`config.mk`:
```
export PLATFORM = sky130hd
export DESIGN_NAME = forw_unit_core
export DESIGN_NICKNAME = d
export VERILOG_FILES = /design/src/rtl/forw_unit_core_pkg.sv /design/src/rtl/forw_unit_core_mux3.sv /design/src/rtl/forw_unit_core.sv
export SDC_FILE = /design/constraint.sdc
export NUM_CORES = 1
export LEC_CHECK = 0
export ABC_AREA = 1
export BUFFER_PORTS_ARGS = -buffer_cell sky130_fd_sc_hd__buf_4
export CAP_MARGIN = 0
export CORE_ASPECT_RATIO = 1.75
export CORE_MARGIN = 5
export CORE_UTILIZATION = 50
export DETAILED_ROUTE_END_ITERATION = 10
export GPL_ROUTABILITY_DRIVEN = 0
export GPL_TIMING_DRIVEN = 0
export PLACE_DENSITY = 0.84
export REMOVE_ABC_BUFFERS = 1
export SYNTH_ARGS = -nofsm -noshare
export SYNTH_HDL_FRONTEND = slang
export SYNTH_SLANG_ARGS = --single-unit
export TNS_END_PERCENT = 50
```
`constraint.sdc`:
```
create_clock -name clk -period 0.8 [get_ports clk]
set_input_delay 0.08 -clock clk [delete_from_list [all_inputs] [get_ports clk]]
set_output_delay 0.08 -clock clk [all_outputs]
set_load 0.01 [all_outputs]
```
`src/rtl/forw_unit_core_pkg.sv`:
```
// Shared types for the EX-stage forwarding unit: opcodes, select codes,
// port bundles and the select-is-forwarding helper.
package forw_unit_core_pkg;

    localparam int FW_DW  = 32;
    localparam int FW_OPW = 7;

    localparam logic [6:0] OP_R      = 7'b0110011;
    localparam logic [6:0] OP_I      = 7'b0010011;
    localparam logic [6:0] OP_LOAD   = 7'b0000011;
    localparam logic [6:0] OP_STORE  = 7'b0100011;
    localparam logic [6:0] OP_BRANCH = 7'b1100011;
    localparam logic [6:0] OP_JAL    = 7'b1101111;
    localparam logic [6:0] OP_JALR   = 7'b1100111;
    localparam logic [6:0] OP_LUI    = 7'b0110111;
    localparam logic [6:0] OP_AUIPC  = 7'b0010111;

    typedef enum logic [1:0] {
        FWD_NONE  = 2'b00,
        FWD_EXMEM = 2'b01,
        FWD_MEMWB = 2'b10
    } fwd_sel_e;

    typedef struct packed {
        logic              isForw_ON;
        logic [FW_OPW-1:0] op;
        logic [FW_DW-1:0]  exmem_result;
        logic [FW_DW-1:0]  memwb_result;
        logic [1:0]        forwA;
        logic [1:0]        forwB;
        logic [FW_DW-1:0]  data1;
        logic [FW_DW-1:0]  data2;
        logic [FW_DW-1:0]  s_data;
    } forw_in_t;

    typedef struct packed {
        logic [FW_DW-1:0] operand1;
        logic [FW_DW-1:0] operand2;
        logic [FW_DW-1:0] sData;
    } forw_out_t;

    // Reserved code 11 selects the register value, same as 00.
    function automatic logic sel_is_fwd(input logic [1:0] sel);
        return (sel == FWD_EXMEM) || (sel == FWD_MEMWB);
    endfunction

endpackage

```
`src/rtl/forw_unit_core_mux3.sv`:
```
// forw_mux3: combinational 3:1 forwarding select.
// Ports: sel_i (select code), reg_i/exmem_i/memwb_i (sources), y_o (result).
module forw_mux3
    import forw_unit_core_pkg::*;
#(
    parameter int W = 32
) (
    input  logic [1:0]   sel_i,
    input  logic [W-1:0] reg_i,
    input  logic [W-1:0] exmem_i,
    input  logic [W-1:0] memwb_i,
    output logic [W-1:0] y_o
);

    always_comb begin
        y_o = reg_i;
        unique case (1'b1)
            (sel_i == FWD_EXMEM): y_o = exmem_i;
            (sel_i == FWD_MEMWB): y_o = memwb_i;
            default:              y_o = reg_i;
        endcase
    end

endmodule

```
`src/rtl/forw_unit_core.sv`:
```
// EX-stage operand forwarding unit with registered ALU operands and store data.
// Inputs: clk, rst (async active-low), isForw_ON, op, exmem_result, memwb_result,
// forwA, forwB, data1, data2, s_data. Outputs: operand1, operand2, sData.
// Define FORW_STATS_EN to add cntA_exmem, cntA_memwb and cntB_fwd counters.
module forw_unit_core
    import forw_unit_core_pkg::*;
#(
    parameter int DATA_WIDTH = 32,
    parameter int OP_WIDTH   = 7
) (
    input  logic                  clk,
    input  logic                  rst,
    input  logic                  isForw_ON,
    input  logic [OP_WIDTH-1:0]   op,
    input  logic [DATA_WIDTH-1:0] exmem_result,
    input  logic [DATA_WIDTH-1:0] memwb_result,
    input  logic [1:0]            forwA,
    input  logic [1:0]            forwB,
    input  logic [DATA_WIDTH-1:0] data1,
    input  logic [DATA_WIDTH-1:0] data2,
    input  logic [DATA_WIDTH-1:0] s_data,
`ifdef FORW_STATS_EN
    output logic [31:0]           cntA_exmem,
    output logic [31:0]           cntA_memwb,
    output logic [31:0]           cntB_fwd,
`endif
    output logic [DATA_WIDTH-1:0] operand1,
    output logic [DATA_WIDTH-1:0] operand2,
    output logic [DATA_WIDTH-1:0] sData
);

    logic [DATA_WIDTH-1:0] fwd_a, fwd_b, fwd_s;
    logic [DATA_WIDTH-1:0] op1_d, op2_d, sd_d;
    logic [DATA_WIDTH-1:0] op1_q, op2_q, sd_q;
    logic use_a, use_b, use_s;

    forw_mux3 #(.W(DATA_WIDTH)) u_mux_a (
        .sel_i   (forwA),
        .reg_i   (data1),
        .exmem_i (exmem_result),
        .memwb_i (memwb_result),
        .y_o     (fwd_a)
    );

    forw_mux3 #(.W(DATA_WIDTH)) u_mux_b (
        .sel_i   (forwB),
        .reg_i   (data2),
        .exmem_i (exmem_result),
        .memwb_i (memwb_result),
        .y_o     (fwd_b)
    );

    forw_mux3 #(.W(DATA_WIDTH)) u_mux_s (
        .sel_i   (forwB),
        .reg_i   (s_data),
        .exmem_i (exmem_result),
        .memwb_i (memwb_result),
        .y_o     (fwd_s)
    );

    // Operand A of LUI/AUIPC/JAL does not come from rs1, so never forward it.
    // Operand B only carries rs2 for R-type and branches; others use the imm.
    always_comb begin
        use_a = isForw_ON && (op != OP_LUI) && (op != OP_AUIPC) && (op != OP_JAL);
        use_b = isForw_ON && ((op == OP_R) || (op == OP_BRANCH));
        use_s = isForw_ON && (op == OP_STORE);
        op1_d = use_a ? fwd_a : data1;
        op2_d = use_b ? fwd_b : data2;
        sd_d  = use_s ? fwd_s : s_data;
    end

    always_ff @(posedge clk or negedge rst) begin
        if (!rst) begin
            op1_q <= '0;
            op2_q <= '0;
            sd_q  <= '0;
        end else begin
            op1_q <= op1_d;
            op2_q <= op2_d;
            sd_q  <= sd_d;
        end
    end

    assign operand1 = op1_q;
    assign operand2 = op2_q;
    assign sData    = sd_q;

`ifdef FORW_STATS_EN
    logic [31:0] cnt_ae_q, cnt_am_q, cnt_b_q;
    logic        inc_ae, inc_am, inc_b;

    always_comb begin
        inc_ae = use_a && (forwA == FWD_EXMEM);
        inc_am = use_a && (forwA == FWD_MEMWB);
        inc_b  = (use_b || use_s) && sel_is_fwd(forwB);
    end

    always_ff @(posedge clk or negedge rst) begin
        if (!rst) begin
            cnt_ae_q <= '0;
            cnt_am_q <= '0;
            cnt_b_q  <= '0;
        end else begin
            if (inc_ae) cnt_ae_q <= cnt_ae_q + 32'd1;
            if (inc_am) cnt_am_q <= cnt_am_q + 32'd1;
            if (inc_b)  cnt_b_q  <= cnt_b_q + 32'd1;
        end
    end

    assign cntA_exmem = cnt_ae_q;
    assign cntA_memwb = cnt_am_q;
    assign cntB_fwd   = cnt_b_q;
`endif

endmodule

```
==> metrics.yaml, run 1 <==
status: "did not finish"
lastStage: "global routing (5_1_grt)"
tool.error: "[ERROR GRT-0232] Routing congestion too high. Check the congestion heatmap in the GUI."
rows: 49
cts_buffers: 9
worstEndpointType: "register data pin"
place.detailed.hpwl_microns: 12680
port_buffers: 269
yosys_warnings: 0
cts_root_buffer: "clkbuf_16"
synth_area_sq_mm: 0.005295
top_level_ports: 270
syn_area_per_cell_sq_um: 7.385
grt_remaining_overflow: 884
die_w_microns: 87.79
cts_htree_levels: 3
grt.total_usage: 0.9500
synth.distinct_cells: 18
cts_sinks: 96
yosysSeqAreaShare: 0.4537
worst_endpoint: "operand2[27]$_DFF_PN0_/D"
die_h_microns: 146.1
start_util: 0.5141
cts.path.max_buffers: 2
ys_ff_latch: 96
placed_cells: 1073
syn_inst: 717
grt_max_degree: 97
[kinds of logic after synthesis]
group / after synthesis / share of synthesized area
flops: 96 / 0.4537
fa+ha+maj: 4 / 0.009452
simple gates: 472 / 0.3507
compound gates: 63 / 0.1035
buf+inv: 82 / 0.08270
[Yosys cell counts, drive strengths merged]
library cell,instances,area [sq um]
a21oi,1,5.000
o21ai,62,543.0
nor2,9,43.80
inv,42,157.6
nand2,425,1613
dfrtp,96,2402
ha,4,50.05
nand3,38,200.2
clkbuf,2,7.510
buf,38,272.8
[metrics by stage]
| step | hold slack (ps) | cell area, sq um | worst slack (ps) |
|---|---|---|---|
| after floorplan | -215.6 | 5015 | -980.6 |
| after detailed placement | 282.7 | 7193 | -1985 |
| after global placement | 283.2 | 7193 | -1985 |
| after CTS | 45.65 | 9497 | -255.0 |
[per-layer routing]
metal	global-route usage	overflow
met1	0.8583	0
met2	1.209	641
met3	0.6900	11
met4	1.114	232
met5	0.1818	0
[repair_timing]
item / in CTS
setup buffers: 13
pin swaps: 19
endpoints found under the setup margin: 288
hold endpoints to repair: 96
cloned: 15
hold buffers: 96
resized for setup: 184
==> run 2: changes to the inputs <==
--- a/config.mk
+++ b/config.mk
@@ -8,13 +8,12 @@
 export ABC_AREA = 1
 export BUFFER_PORTS_ARGS = -buffer_cell sky130_fd_sc_hd__buf_4
 export CAP_MARGIN = 0
-export CORE_ASPECT_RATIO = 1.75
 export CORE_MARGIN = 5
-export CORE_UTILIZATION = 50
+export CORE_UTILIZATION = 37
 export DETAILED_ROUTE_END_ITERATION = 10
 export GPL_ROUTABILITY_DRIVEN = 0
 export GPL_TIMING_DRIVEN = 0
-export PLACE_DENSITY = 0.84
+export PLACE_DENSITY_LB_ADDON = 0.15
 export REMOVE_ABC_BUFFERS = 1
 export SYNTH_ARGS = -nofsm -noshare
 export SYNTH_HDL_FRONTEND = slang
==> run 2 against run 1 <==
Against the previous run: synthesized cell count unchanged; area after synthesis unchanged; the flow now finishes, with violations (negative hold slack, negative setup slack).
==> metrics.yaml, run 2 <==
status: "complete, but fails checks"
violations: "negative hold slack, negative setup slack"
cp_data_required_time_ps: 1040
die_w_microns: 129.6
core_area_sq_mm: 0.01393
setup_viol: 192
ys.flop_type: "dfrtp_1"
synth_top_area_share: 0.4537
clk_pin_slew_ps: 70
die_h_microns: 129.6
synthTopCellsByCount: "nand2_1 (422), dfrtp_1 (96), o21ai_2 (62)"
wl_per_cell_microns: 18.85
drt-pass1-iter-count: 5
cp.arrival_ps: 1290
setup_ws_ps: -256.3
rows: 43
pre_cts_ws_ps: -2081
synth_area_leaders: "dfrtp_1 (45%), nand2_1 (30%), o21ai_2 (10%), nand3_1 (3.4%), inv_1 (2.8%)"
synthArstFlopShare: 1.000
drt_wl_total_microns: 24090
drt_iter0_markers: 474
synth_edf_count: 0
via_per_inst: 4.911
grt.total_usage: 0.2863
layout_commonest_cell: "nand2_1"
area_growth_pct: 84.71
yosysTopAreaCell: "dfrtp_1"
cts_sinks: 96
place.detailed.hpwl_microns: 11610
hold_viol_final: 96
slew_violations: 0
cts_htree_levels: 3
cts_buffers: 9
worst_slew_pin_slew_ps: 936.5
finalPower_w: 0.01375
fin_nets: 1271
grt_remaining_overflow: 0
die_area_sq_mm: 0.01680
num_vias: 6276
syn_inst: 717
post-synth-top-count-cell: "nand2_1"
max_slew_margin: 0.3757
crit_path_start: "forwB[1]"
path_max_fanout: 8
period_share: 1.320
num_antenna_cells: 0
startpoint_type: "input pin"
min_period_ps: 1056
rsz0062_at_grt: "true"
hp-class: "in -> async"
grt_pass1_wl_microns: 35740
port_buffers: 269
cts_root_buffer: "clkbuf_16"
drc_errors: 0
top_level_ports: 270
setup_tns_ps: -26230
grt_max_degree: 97
synth.distinct_cells: 18
start_util: 0.3800
postCtsHoldBufs: 96
yosysSeqAreaShare: 0.4537
peakVddDrop_mv: 0.8722
yosys_warnings: 0
cp-end-kind: "flop"
drive_above_1_share: 0.4044
final_cell_mix: "nand2_1 (385), buf_4 (179), buf_6 (103)"
max_freq_mhz: 946.7
maxCapViolations: 0
ant_nets: 0
synth_area_sq_mm: 0.005295
critPathKind: "in -> reg"
syn_area_per_cell_sq_um: 7.385
power_density_mw_per_mm2: 1406
place_area_sq_mm: 0.007277
cts_tree: "done"
antenna_found_initial: 0
grt_pass1_vias: 6148
n_fill_cell: 1061
cts.path.max_buffers: 2
leakage_nw: 4.994
ys_ff_latch: 96
fin_area_sq_mm: 0.009781
holdWs_ps: -178.7
==> run 2: logic make-up after synthesis <==
| logic type | Yosys count | synth area share |
|---|---|---|
| and+or+nand+nor | 472 | 0.3507 |
| buffers and inverters | 82 | 0.08270 |
| DFF | 96 | 0.4537 |
| adders and majority gates | 4 | 0.009452 |
| AOI/OAI and AO/OA | 63 | 0.1035 |
==> run 2: stage by stage <==
step                hold slack [ps]  utilization  std cells
floorplan                    -215.6            -        677
global placement              277.0       0.5210       1126
detailed placement            285.9       0.5222       1127
CTS                          -119.4       0.6959       1278
global route                 -75.32       0.7019       1278
finish                       -178.7       0.7019       1278
==> run 2: cell type report <==
type	instances	area [sq um]	area share
Timing Repair Buffer	388	3640	0.3721
Multi-Input combinational cell	555	3039	0.3107
Sequential cell	96	2402	0.2456
Clock buffer	13	260.3	0.02661
Tap cell	180	225.2	0.02303
Inverter	42	166.4	0.01701
Clock inverter	3	40.04	0.004094
Timing Repair inverter	1	7.507	0.0007676
==> run 2: what timing repair did <==
item                                    in CTS  in global routing
cloned                                      17                  0
endpoints found under the setup margin     288                192
pin swaps                                   17                  7
buffers inserted                            22                  0
gates resized for setup                    184                 15
endpoints found under the hold margin      192                 96
==> run 2: worst paths after layout <==
path / to / slack [ps] / cells after the start
worst max-delay path: sData[21]$_DFF_PN0_ / -260 / 9
worst min-delay path: operand2[7]$_DFF_PN0_ / -180 / 1
max in group asynchronous: sData[15]$_DFF_PN0_ / 320 / 1
min in group clk: sData[16]$_DFF_PN0_ / 100 / 5
==> run 2: report_power, final <==
group | internal, W | switching, W
Combinational | 0.00209 | 0.00184
Sequential | 0.00518 | 0.000156
Clock | 0.00259 | 0.00190
Total | 0.00986 | 0.00389
==> run 2: worst max-delay path: stages <==
cell,delay [ps]
buf_6,100
ha_4,230
nor2_4,80
nand2_2,70
nor2_4,190
buf_12,200
nand2_8,130
nand2_2,130
o21ai_4,70
==> run 2: per-layer routing <==
layer	vias to the layer above	wire length, microns	global-route usage
met5	-	0	0
met4	0	1138	0.1326
met3	67	1928	0.04452
met2	330	11910	0.4904
met1	2900	9116	0.3540
li1	2979	-	-
Power figures use the tool's default switching activity.
==> run 3: changes to the inputs <==
--- a/config.mk
+++ b/config.mk
@@ -8,6 +8,7 @@
 export ABC_AREA = 1
 export BUFFER_PORTS_ARGS = -buffer_cell sky130_fd_sc_hd__buf_4
 export CAP_MARGIN = 0
+export CORE_ASPECT_RATIO = 0.75
 export CORE_MARGIN = 5
 export CORE_UTILIZATION = 37
 export DETAILED_ROUTE_END_ITERATION = 10
==> run 3 against run 2 <==
Against the previous run: the run still ends with negative hold slack, negative setup slack left; largest power group unchanged; clock power is 12% higher; die area is 0.14% higher; sequential cell count stayed put; largest cell class unchanged; combinational power is 1% lower; hold slack better by 14 ps; first-iteration DRC count is 16% lower; critical endpoint is now operand2[25]$_DFF_PN0_; non-clock buffer count is 9 higher; final area is 0.82% lower; global-route usage is 2.6 points lower; sequential power hardly changed; count of clock-buffer cells in the layout is 3 lower.
==> metrics.yaml, run 3 (synthesis gave the netlist of run 2 again) <==
grt_pass1_vias: 6063
critPathTopFamily: "simple AND/OR/NAND/NOR gates"
setup_tns_ps: -28970
critPathKind: "in -> reg"
cp_slowest_stage_delay_ps: 190
startpoint_type: "input pin"
seq_power_share: 0.374
switching_share: 0.2784
period_share: 1.330
path_max_fanout: 10
cp_data_required_time_ps: 1040
drt-pass1-iter-count: 5
die_area_sq_mm: 0.01683
p_clk_frac: 0.354
drive_above_1_share: 0.3917
cts.path.max_buffers: 2
hp-class: "in -> async"
antenna_found_initial: 0
grt_remaining_overflow: 0
cts_buffers: 9
rows: 37
status: "complete, but fails checks"
cts_root_buffer: "clkbuf_16"
cts_tree: "done"
core_area_sq_mm: 0.01389
violations: "negative hold slack, negative setup slack"
grt.total_usage: 0.2600
maxCapViolations: 0
cts_sinks: 96
min_period_ps: 1064
via_per_inst: 4.844
p_int_w: 0.01029
ant_nets: 0
num_antenna_cells: 0
num_vias: 6190
hold_viol_final: 96
drc_errors: 0
worst-path-buf-inv: 4
die_w_microns: 148.1
power_density_mw_per_mm2: 1470
max_slew_margin: 0.3727
top_level_ports: 270
drt_iter0_markers: 398
cts_htree_levels: 3
worst_slew_pin_slew_ps: 940.9
place.detailed.hpwl_microns: 12090
crit_path_start: "forwB[0]"
holdWs_ps: -165.0
fin_nets: 1277
clk_pin_slew_ps: 70
setup_ws_ps: -263.7
grt_pass1_wl_microns: 33530
port_buffers: 269
layout_commonest_cell: "nand2_1"
area_growth_pct: 83.20
drt_wl_total_microns: 24640
setup_viol: 192
cp-end-kind: "flop"
n_fill_cell: 1118
wl_per_cell_microns: 19.28
postCtsHoldBufs: 96
leakage_nw: 5.040
slew_violations: 0
start_util: 0.3813
final_cell_mix: "nand2_1 (402), buf_4 (206), dlygate4sd3_1 (96), dfrtp_1 (96), buf_6 (80)"
finalPower_w: 0.01426
peakVddDrop_mv: 1.307
pwr-share-comb: 0.272
rsz0062_at_grt: "true"
critPathSlowestCell: "ha_4"
power.switching_w: 0.003970
path_cells: "buf_8 -> inv_4 -> ha_4 -> nor2_4 -> nand2_2 -> nor2_4 -> buf_12 -> buf_12 -> nand2_8 -> nand2_2 -> o21ai_2"
grt_max_degree: 97
cp.arrival_ps: 1300
die_h_microns: 113.6
max_freq_mhz: 940.1
[run 3: final cells by class]
cell class	count	area, sq um	share of cell area
flip-flops and latches	96	2402	0.2476
clock buffers	10	229.0	0.02360
multi-input cells	552	2889	0.2978
repair buffers	397	3684	0.3797
repair inverters	1	7.507	0.0007739
inverters	42	163.9	0.01690
well taps	175	219.0	0.02257
clock inverters	5	106.4	0.01096
[run 3: path summary, 6_finish.rpt]
path | to | slack, ps | cells after the start
max | operand2[25]$_DFF_PN0_ | -260 | 11
min | sData[3]$_DFF_PN0_ | -160 | 1
max in group asynchronous | operand1[2]$_DFF_PN0_ | 310 | 1
min in group clk | operand2[29]$_DFF_PN0_ | 90 | 5
[run 3: layer usage]
metal,track usage,vias up,wire [microns]
met5,0,-,0
met4,0.07323,0,534
met3,0.08618,44,2361
met2,0.4515,284,11700
met1,0.3100,2882,10040
li1,-,2980,-
[run 3: repair_timing]
item,CTS,global route
cloned,7,7
buffers inserted,9,23
endpoints found under the setup margin,288,192
gates resized for setup,97,50
pin swaps,11,9
endpoints found under the hold margin,96,96
[run 3: power groups by stage]
stage | registers, W | logic, W | clock network [W]
finish | 0.00533 | 0.00388 | 0.00505
global route | 0.00536 | 0.00420 | 0.00529
CTS | 0.00531 | 0.00358 | 0.00512
detailed placement | 0.00537 | 0.00287 | 0
global placement | 0.00536 | 0.00284 | 0
floorplan | 0.00555 | 0.00101 | 0
[run 3: per-stage QoR]
step           setup WS, ps  utilization  instances  instance area [sq um]
4_1_cts              -261.6       0.6572       1248                   9128
2_1_floorplan        -980.6            -        677                   5015
3_5_place_dp          -2035       0.5224       1121                   7256
3_3_place_gp          -2003       0.5223       1121                   7253
5_1_grt              -282.2       0.6985       1278                   9701
6_report             -263.7       0.6985       1278                   9701
